**src/rtl/home_inventory_sample_sequencer_pkg.sv**
```systemverilog
// Shared definitions for the home-inventory sample sequencer.
//   seq_state_t : frame FSM state encoding
//   CH_IDX_W    : width of the ADC channel index
//   SAMPLE_W    : width of one conversion result / timestamp
//   sat_inc     : saturating increment used by the event counters
package home_inventory_sample_sequencer_pkg;

   localparam int CH_IDX_W = 3;
   localparam int SAMPLE_W = 32;
   localparam int MAX_CH   = 8;

   typedef enum logic [1:0] {
      ST_IDLE   = 2'd0,
      ST_REQ    = 2'd1,
      ST_WAIT   = 2'd2,
      ST_COMMIT = 2'd3
   } seq_state_t;

   function automatic logic [31:0] sat_inc(input logic [31:0] v);
      return (v == 32'hFFFF_FFFF) ? v : v + 32'd1;
   endfunction

endpackage

```
**src/rtl/home_inventory_period_timer.sv**
```systemverilog
// Frame period timer. Counts 0..period-1 while enabled and raises tick on
// the last count, then reloads to 0. Held at 0 when enable=0 or period=0.
// Ports:
//   clk, rst        clock, synchronous active-high reset
//   enable          run the timer
//   period[31:0]    frame period in clk cycles (0 = halted)
//   tick            combinational one-cycle frame-start strobe
module home_inventory_period_timer (
   input  logic        clk,
   input  logic        rst,
   input  logic        enable,
   input  logic [31:0] period,
   output logic        tick
);

   logic [31:0] cnt;
   logic        run;

   assign run = enable && (period != 32'd0);
   // >= rather than == so a period shortened mid-count still wraps promptly
   // instead of running the counter all the way around.
   assign tick = run && (cnt >= period - 32'd1);

   always_ff @(posedge clk) begin
      if (rst) begin
         cnt <= 32'd0;
      end else if (!run || tick) begin
         cnt <= 32'd0;
      end else begin
         cnt <= cnt + 32'd1;
      end
   end

endmodule

```
**src/rtl/home_inventory_sample_sequencer.sv**
```systemverilog
// Periodic / triggered ADC frame sequencer. Each frame requests NUM_CH
// conversions in order, gathers the results into shadows and commits them
// together with the frame-start timestamp in one sample_valid pulse.
// Ports:
//   clk, rst                 clock, synchronous active-high reset
//   enable, period[31:0]     periodic sampling control (period 0 = halted)
//   soft_trig                single-frame request
//   adc_req, adc_ch[2:0]     conversion request / channel
//   adc_ack, adc_data[31:0]  conversion done / result
//   sample_valid             frame commit strobe
//   ts_now[31:0]             timestamp of committed frame
//   sample_ch0..7[31:0]      committed samples
//   busy                     frame in progress
//   overrun_count[31:0]      starts dropped while busy (saturating)
//   timeout_count[31:0]      channels abandoned on timeout (saturating)
//
// state  | meaning
// IDLE   | waiting for tick or soft_trig
// REQ    | adc_req pulse for current channel, timeout counter cleared
// WAIT   | waiting for adc_ack or timeout on current channel
// COMMIT | shadows copied to outputs, sample_valid pulsed
module home_inventory_sample_sequencer
   import home_inventory_sample_sequencer_pkg::*;
#(
   parameter int          NUM_CH      = 8,
   parameter int          ACK_TIMEOUT = 64,
   parameter logic [31:0] TS_INIT     = 32'h0   // ts_ctr reset value
) (
   input  logic                clk,
   input  logic                rst,
   input  logic                enable,
   input  logic [31:0]         period,
   input  logic                soft_trig,
   output logic                adc_req,
   output logic [CH_IDX_W-1:0] adc_ch,
   input  logic                adc_ack,
   input  logic [SAMPLE_W-1:0] adc_data,
   output logic                sample_valid,
   output logic [31:0]         ts_now,
   output logic [SAMPLE_W-1:0] sample_ch0,
   output logic [SAMPLE_W-1:0] sample_ch1,
   output logic [SAMPLE_W-1:0] sample_ch2,
   output logic [SAMPLE_W-1:0] sample_ch3,
   output logic [SAMPLE_W-1:0] sample_ch4,
   output logic [SAMPLE_W-1:0] sample_ch5,
   output logic [SAMPLE_W-1:0] sample_ch6,
   output logic [SAMPLE_W-1:0] sample_ch7,
   output logic                busy,
   output logic [31:0]         overrun_count,
   output logic [31:0]         timeout_count
);

   localparam logic [CH_IDX_W-1:0] LAST_CH  = CH_IDX_W'(NUM_CH - 1);
   localparam logic [15:0]         TMO_LAST = 16'(ACK_TIMEOUT - 1);

   seq_state_t          state;
   logic [31:0]         ts_ctr;
   logic [31:0]         ts_shadow;
   logic [CH_IDX_W-1:0] idx;
   logic [15:0]         tmo_ctr;
   logic [SAMPLE_W-1:0] shadow [MAX_CH];
   logic [SAMPLE_W-1:0] samp   [MAX_CH];
   logic                tick;
   logic                start;

   home_inventory_period_timer u_timer (
      .clk    (clk),
      .rst    (rst),
      .enable (enable),
      .period (period),
      .tick   (tick)
   );

   assign start = tick | soft_trig;

   assign sample_ch0 = samp[0];
   assign sample_ch1 = samp[1];
   assign sample_ch2 = samp[2];
   assign sample_ch3 = samp[3];
   assign sample_ch4 = samp[4];
   assign sample_ch5 = samp[5];
   assign sample_ch6 = samp[6];
   assign sample_ch7 = samp[7];

   always_ff @(posedge clk) begin
      if (rst) begin
         state         <= ST_IDLE;
         ts_ctr        <= TS_INIT;
         ts_shadow     <= 32'd0;
         idx           <= '0;
         tmo_ctr       <= 16'd0;
         adc_req       <= 1'b0;
         adc_ch        <= '0;
         sample_valid  <= 1'b0;
         busy          <= 1'b0;
         ts_now        <= 32'd0;
         overrun_count <= 32'd0;
         timeout_count <= 32'd0;
         for (int i = 0; i < MAX_CH; i++) begin
            shadow[i] <= '0;
            samp[i]   <= '0;
         end
      end else begin
         ts_ctr       <= ts_ctr + 32'd1;
         adc_req      <= 1'b0;
         sample_valid <= 1'b0;

         // COMMIT counts as busy, so a start there is also an overrun.
         if (start && state != ST_IDLE) begin
            overrun_count <= sat_inc(overrun_count);
         end

         case (state)
            ST_IDLE: begin
               if (start) begin
                  ts_shadow <= ts_ctr;
                  idx       <= '0;
                  adc_ch    <= '0;
                  adc_req   <= 1'b1;
                  busy      <= 1'b1;
                  state     <= ST_REQ;
               end
            end
            ST_REQ: begin
               tmo_ctr <= 16'd0;
               state   <= ST_WAIT;
            end
            ST_WAIT: begin
               // An ack on the final timeout cycle still wins over the timeout.
               if (adc_ack || tmo_ctr == TMO_LAST) begin
                  shadow[idx] <= adc_ack ? adc_data : '0;
                  if (!adc_ack) begin
                     timeout_count <= sat_inc(timeout_count);
                  end
                  if (idx == LAST_CH) begin
                     state <= ST_COMMIT;
                  end else begin
                     idx     <= idx + 1'b1;
                     adc_ch  <= idx + 1'b1;
                     adc_req <= 1'b1;
                     state   <= ST_REQ;
                  end
               end else begin
                  tmo_ctr <= tmo_ctr + 16'd1;
               end
            end
            ST_COMMIT: begin
               sample_valid <= 1'b1;
               ts_now       <= ts_shadow;
               for (int i = 0; i < MAX_CH; i++) begin
                  samp[i] <= (i < NUM_CH) ? shadow[i] : '0;
               end
               busy  <= 1'b0;
               state <= ST_IDLE;
            end
            default: state <= ST_IDLE;
         endcase
      end
   end

endmodule

```
**config.mk**
```make
export PLATFORM = sky130hd
export DESIGN_NAME = home_inventory_sample_sequencer
export DESIGN_NICKNAME = d
export VERILOG_FILES = /design/src/rtl/home_inventory_sample_sequencer_pkg.sv /design/src/rtl/home_inventory_period_timer.sv /design/src/rtl/home_inventory_sample_sequencer.sv
export SDC_FILE = /design/constraint.sdc
export NUM_CORES = 1
export LEC_CHECK = 0
export ABC_AREA = 1
export CAP_MARGIN = 15
export CORE_MARGIN = 4
export CORE_UTILIZATION = 50
export DETAILED_ROUTE_END_ITERATION = 10
export PLACE_DENSITY_LB_ADDON = 0.05
export SKIP_CTS_REPAIR_TIMING = 1
export SYNTH_ARGS = -nofsm -noshare
export SYNTH_HDL_FRONTEND = slang
export SYNTH_SLANG_ARGS = --single-unit
```
**constraint.sdc**
```tcl
create_clock -name clk -period 7.85 [get_ports clk]
set_clock_uncertainty 0.2 [all_clocks]
set_input_delay 1.1775 -clock clk [delete_from_list [all_inputs] [get_ports clk]]
set_output_delay 1.1775 -clock clk [all_outputs]
set_load 0.02 [all_outputs]
```
==> results.py, run 1 <==
metrics = {
    "global_routing": {
        "grt_pass1_vias": 21400,
        "grt_max_degree": 133,
        "grt.overflow.total": 0,
        "grt_pass1_wl_mm": 121,
        "antenna_found_initial": 1,
        "grtUsageTotal": 0.238,
    },
    "floorplan": {
        "rows": 90,
        "die_h_um": 255,
        "dieArea_sq_um": 65100,
        "die-width_um": 255,
        "core-area_sq_um": 60500,
        "initial_core_util": 0.505,
        "io_pins": 427,
    },
    "sta": {
        "tns_ns": 0,
        "min_period_ns": 5.60,
        "rsz0062_at_grt": "false",
        "finalHoldViolations": 0,
        "fmax_mhz": 179,
        "period_share": 0.713,
        "tightest_slew_ns": 1.10,
        "setup_ws_ns": 2.25,
        "max_slew_margin": 0.267,
        "setup-violations-final": 0,
        "drv_slew": 0,
    },
    "run_status": {
        "status": "finished, final reports clean",
    },
    "logic_synthesis": {
        "synth_top_cells_by_count": "nor2_1, edfxtp_1, nand2_1",
        "syn-num-nets": 3233,
        "synth_area_leaders": "edfxtp_1, dfxtp_1, nor2_1",
        "async_reset_ff_frac": 0,
        "yosysMostFrequentCell": "nor2_1",
        "ys.flop_type": "edfxtp_1",
        "syn_avg_cell_area_sq_um": 9.78,
        "synth_area_sq_um": 30600,
        "syn_inst": 3124,
        "yosys.area.top_type": "edfxtp_1",
        "yosysSeqAreaShare": 0.645,
        "yosysWarnings": 0,
        "ys_ff_latch": 728,
        "synth.distinct_cells": 44,
        "synth_top_area_frac": 0.503,
        "synth_edf_count": 512,
    },
    "pwr": {
        "leakage_uw": 0.0144,
        "vdd_drop_max_mv": 0.142,
        "power_density_nw_per_um2": 223,
    },
    "placed_design": {
        "numPortBuffers": 426,
        "gp_congestion": 0.920,
        "dp_hpwl_mm": 53.4,
        "pre_cts_ws_ns": 1.58,
    },
    "cts": {
        "cts_tree": "built",
        "clock-root-buffer": "clkbuf_16",
        "clock_path_buffers": 3,
        "insertion_delay_ns": 0.61,
        "cts_made_buffers": 75,
        "h-tree-depth": 3,
        "clock-sinks": 728,
        "clkTransAtPathRegs_ns": 0.06,
    },
    "critical_path": {
        "cp-end-kind": "flop",
        "cp_max_fo": 65,
        "reg2reg_depth": 11,
        "worstPathArrival_ns": 5.84,
        "critPathRequiredTime_ns": 8.09,
        "critical_path_class": "in -> reg",
        "reg2reg_from": "timeout_count[1]",
        "rrSetupSlack_ns": 4.25,
        "cp-start-kind": "input port",
        "r2r-end": "timeout_count[5]",
    },
    "route": {
        "drcViolationCount": 0,
        "ant_nets": 0,
        "drt_iter0_drc": 1568,
        "vias": 22500,
        "wl_per_cell_um": 18.2,
        "drt_wl_total_mm": 79.6,
        "dr.pass1.iters": 7,
        "viasPerCell": 5.15,
    },
    "cells_and_area": {
        "nNetsFinal": 3640,
        "drive_gt1_frac": 0.0541,
        "antenna_cells": 0,
        "syn_to_final_growth_pct": 24.5,
    },
    "min_path": {
        "holdCritPathClass": "reg -> reg",
        "hold-path-endpoint": "ts_now[6]",
        "holdPathStages": 2,
        "worstHoldStart": "ts_shadow[6]",
    },
    "flow_run": {
        "max_cap_violations": 0,
    },
}
[metrics by stage]
stage	hold slack, ns	power (uW)	cells	cell area [sq um]	util
after floorplan	0.219	4660	3124	30600	-
after global placement	0.236	4950	4235	35500	0.587
after detailed placement	0.233	4960	4236	35600	0.588
after CTS	0.249	8550	4370	38100	0.629
after global routing	0.271	8760	4370	38100	0.629
final	0.249	8490	4370	38100	0.629
[critical path: stages]
cell	delay, ns
clkdlybuf4s50_1	0.39
inv_1	0.10
ha_1	0.20
inv_1	0.07
nor3_1	0.29
nand2_1	0.18
inv_2	0.07
nand3_1	0.15
nor3_2	0.29
nand3_1	0.13
xor2_1	0.17
ha_1	0.27
nand2_1	0.04
nor2_1	0.13
nand2_1	0.09
nor2_1	0.10
nand2_1	0.08
nand2_1	0.06
nand2_1	0.08
nand2_2	0.09
buf_4	0.53
nand3_2	0.74
nand2_1	0.25
a21oi_1	0.09
[how the worst max path moves through the flow]
stage                              to  startpoint  cells after the start
floorplan                  samp[0][0]         rst                      5
CTS                  overrun_count[5]   period[0]                     24
global route        overrun_count[31]   period[0]                     24
finish               overrun_count[5]   period[0]                     24
global placement     overrun_count[1]   period[0]                     24
detailed placement  overrun_count[16]   period[0]                     24
[layout make-up]
cell class / count / area (sq um)
flip-flops and latches: 728 / 19700
repair buffers: 446 / 4440
fillers: 4970 / 22400
inverters: 421 / 1590
clock inverters: 39 / 425
clock buffers: 95 / 2080
well taps: 782 / 978
multi-input cells: 1859 / 8850
[cells by family after synthesis]
kind of cell | count (synthesis) | synth area share
AO/OA/AOI/OAI | 191 | 0.0325
flip-flops | 728 | 0.645
adder cells (fa/ha/maj) | 40 | 0.0164
buffers and inverters | 537 | 0.0674
XOR/XNOR | 101 | 0.0289
AND/OR/NAND/NOR | 1527 | 0.210
[placed cells by master (no fill, tap or decap), types with 12 or more instances in the layout]
master,instances
dfxtp_1,216
clkdlybuf4s50_1,424
nand4_1,60
ha_1,40
buf_4,18
nand3_1,118
clkinv_2,14
xor2_1,69
clkbuf_1,12
xnor2_1,32
a21oi_1,145
edfxtp_1,512
nand2_1,489
clkinv_1,12
inv_1,411
nor4_1,18
clkbuf_16,79
nor2_1,703
nor3_1,68
nand2_2,13
o21ai_0,27
[power breakdown]
group	switching, uW	internal (uW)
Clock	1470	2140
Sequential	61.5	4240
Combinational	376	197
[routing by layer]
| metal | GRT usage | up-vias | part of all wire |
|---|---|---|---|
| met5 | 0 | - | 0.000088 |
| met4 | 0.0653 | 2 | 0.021 |
| met3 | 0.0431 | 98 | 0.065 |
| met2 | 0.410 | 703 | 0.49 |
| met1 | 0.314 | 10800 | 0.42 |
| li1 | - | 10900 | - |
[state kept, by name, indices dropped and copies added, names as in the netlist, 16 cells and up]
register / cells
timeout_count: 32
samp: 256
overrun_count: 32
u_timer.cnt: 32
ts_now: 32
tmo_ctr: 16
ts_shadow: 32
ts_ctr: 32
shadow: 256
Power figures use the tool's default switching activity.
==> run 2, diff against run 1 <==
Clock period 7.85 ns to 4.6 ns, I/O delays scaled along.
==> results.py, run 2 (synthesized netlist as in run 1, its figures left out) <==
metrics = {
    "global_routing": {
        "grt.overflow.total": 0,
        "grt_max_degree": 115,
        "antenna_found_initial": 2,
        "grtUsageTotal": 0.242,
        "grt_pass1_wl_mm": 123,
        "grt_pass1_vias": 22100,
    },
    "cts": {
        "clock-sinks": 728,
        "clock-root-buffer": "clkbuf_16",
        "cts_made_buffers": 77,
        "h-tree-depth": 3,
        "clkTransAtPathRegs_ns": 0.06,
        "cts_tree": "built",
        "insertion_delay_ns": 0.61,
        "clock_path_buffers": 3,
    },
    "sta": {
        "tightest_slew_ns": 1.09,
        "rsz0062_at_grt": "false",
        "whs_ns": 0.241,
        "finalHoldViolations": 0,
        "drv_slew": 0,
        "min_period_ns": 3.98,
        "period_share": 0.866,
        "fmax_mhz": 251,
        "tns_ns": 0,
        "setup-violations-final": 0,
        "max_slew_margin": 0.271,
    },
    "placed_design": {
        "numPortBuffers": 426,
        "gp_congestion": 0.875,
        "dp_hpwl_mm": 54.7,
        "placed_cells": 4258,
    },
    "floorplan": {
        "initial_core_util": 0.505,
        "dieArea_sq_um": 65100,
        "core-area_sq_um": 60500,
        "rows": 90,
        "die_h_um": 255,
        "io_pins": 427,
        "die-width_um": 255,
    },
    "cells_and_area": {
        "fillers": 4890,
        "final_common_cell": "nor2_1",
        "antenna_cells": 0,
        "syn_to_final_growth_pct": 25.1,
        "largestRegisters": "samp x256, shadow x256",
        "fin_cells": 4394,
        "fin_util": 0.632,
        "nNetsFinal": 3664,
        "drive_gt1_frac": 0.0628,
        "final_cell_mix": "nor2_1, edfxtp_1, nand2_1",
    },
    "critical_path": {
        "cp-start-kind": "input port",
        "worstPathArrival_ns": 4.27,
        "cp_max_fo": 40,
        "cp-end-kind": "flop",
        "reg2reg_depth": 10,
        "critPathRequiredTime_ns": 4.89,
        "critical_path_class": "in -> reg",
    },
    "flow_run": {
        "max_cap_violations": 0,
    },
    "route": {
        "drt_wl_total_mm": 81.0,
        "wl_per_cell_um": 18.4,
        "viasPerCell": 5.22,
        "ant_nets": 0,
        "dr.pass1.iters": 6,
        "vias": 22900,
        "drt_iter0_drc": 1979,
        "drcViolationCount": 0,
    },
    "pwr": {
        "leakage_uw": 0.0145,
        "power_density_nw_per_um2": 378,
        "power_uw": 14400,
        "vdd_drop_max_mv": 0.264,
    },
    "min_path": {
        "holdCritPathClass": "reg -> reg",
        "holdPathStages": 2,
    },
    "run_status": {
        "status": "finished, final reports clean",
    },
}
## run 2: per-stage QoR
| step | cell area (sq um) | setup slack [ns] |
|---|---|---|
| after floorplan | 30600 | 0.664 |
| after global placement | 35700 | 0.0404 |
| after detailed placement | 35700 | -0.0259 |
| after CTS | 38200 | 0.601 |
| after global routing | 38200 | 0.246 |
| final | 38200 | 0.615 |
## run 2: final timing paths
kind	startpoint	endpoint	slack [ns]
worst max-delay path	period[0]	idx[2]	0.62
worst max register to register	tmo_ctr[1]	shadow[1][2]	1.27
worst min-delay path	ts_shadow[5]	ts_now[5]	0.24
worst min register to register	ts_shadow[5]	ts_now[5]	0.24
## run 2: layout make-up
cell class / instances / area [sq um] / area share
sequential: 728 / 19700 / 0.515
multi-input combinational: 1859 / 8860 / 0.232
timing repair buffer: 468 / 4630 / 0.121
clock buffer: 94 / 2080 / 0.0545
inverter: 421 / 1590 / 0.0415
tap: 782 / 978 / 0.0256
clock inverter: 42 / 405 / 0.0106
## run 2: report_power, final
| part | leakage (uW) | switching (uW) | internal (uW) | total, uW |
|---|---|---|---|---|
| sequential | 0.00703 | 108 | 7230 | 7340 |
| clock | 0.00123 | 2530 | 3570 | 6110 |
| combinational | 0.00623 | 648 | 349 | 998 |
| total | 0.0145 | 3290 | 11200 | 14400 |
## run 2: critical path, cell delays in order
cell	delay [ns]
clkdlybuf4s50_1	0.40
inv_1	0.07
buf_4	0.11
nand3_1	0.13
nor3_2	0.18
nand2_1	0.15
nor2_2	0.15
nand2_1	0.11
nor2_1	0.17
nand2_1	0.09
nor3_1	0.18
xnor2_1	0.10
ha_1	0.30
nand2_1	0.07
nor2_1	0.15
nand2_1	0.09
nor2_1	0.12
nand2_1	0.07
nand2_1	0.06
nand2_1	0.11
nand2_2	0.17
nand2_1	0.11
buf_12	0.20
a21boi_0	0.21
nor2_1	0.07
## run 2: layer usage
layer	up-vias	global-route usage	wire (um)
met4	4	0.0666	2060
li1	11000	-	-
met1	11100	0.318	33400
met3	128	0.0438	5280
met5	-	0	27
met2	720	0.418	40200
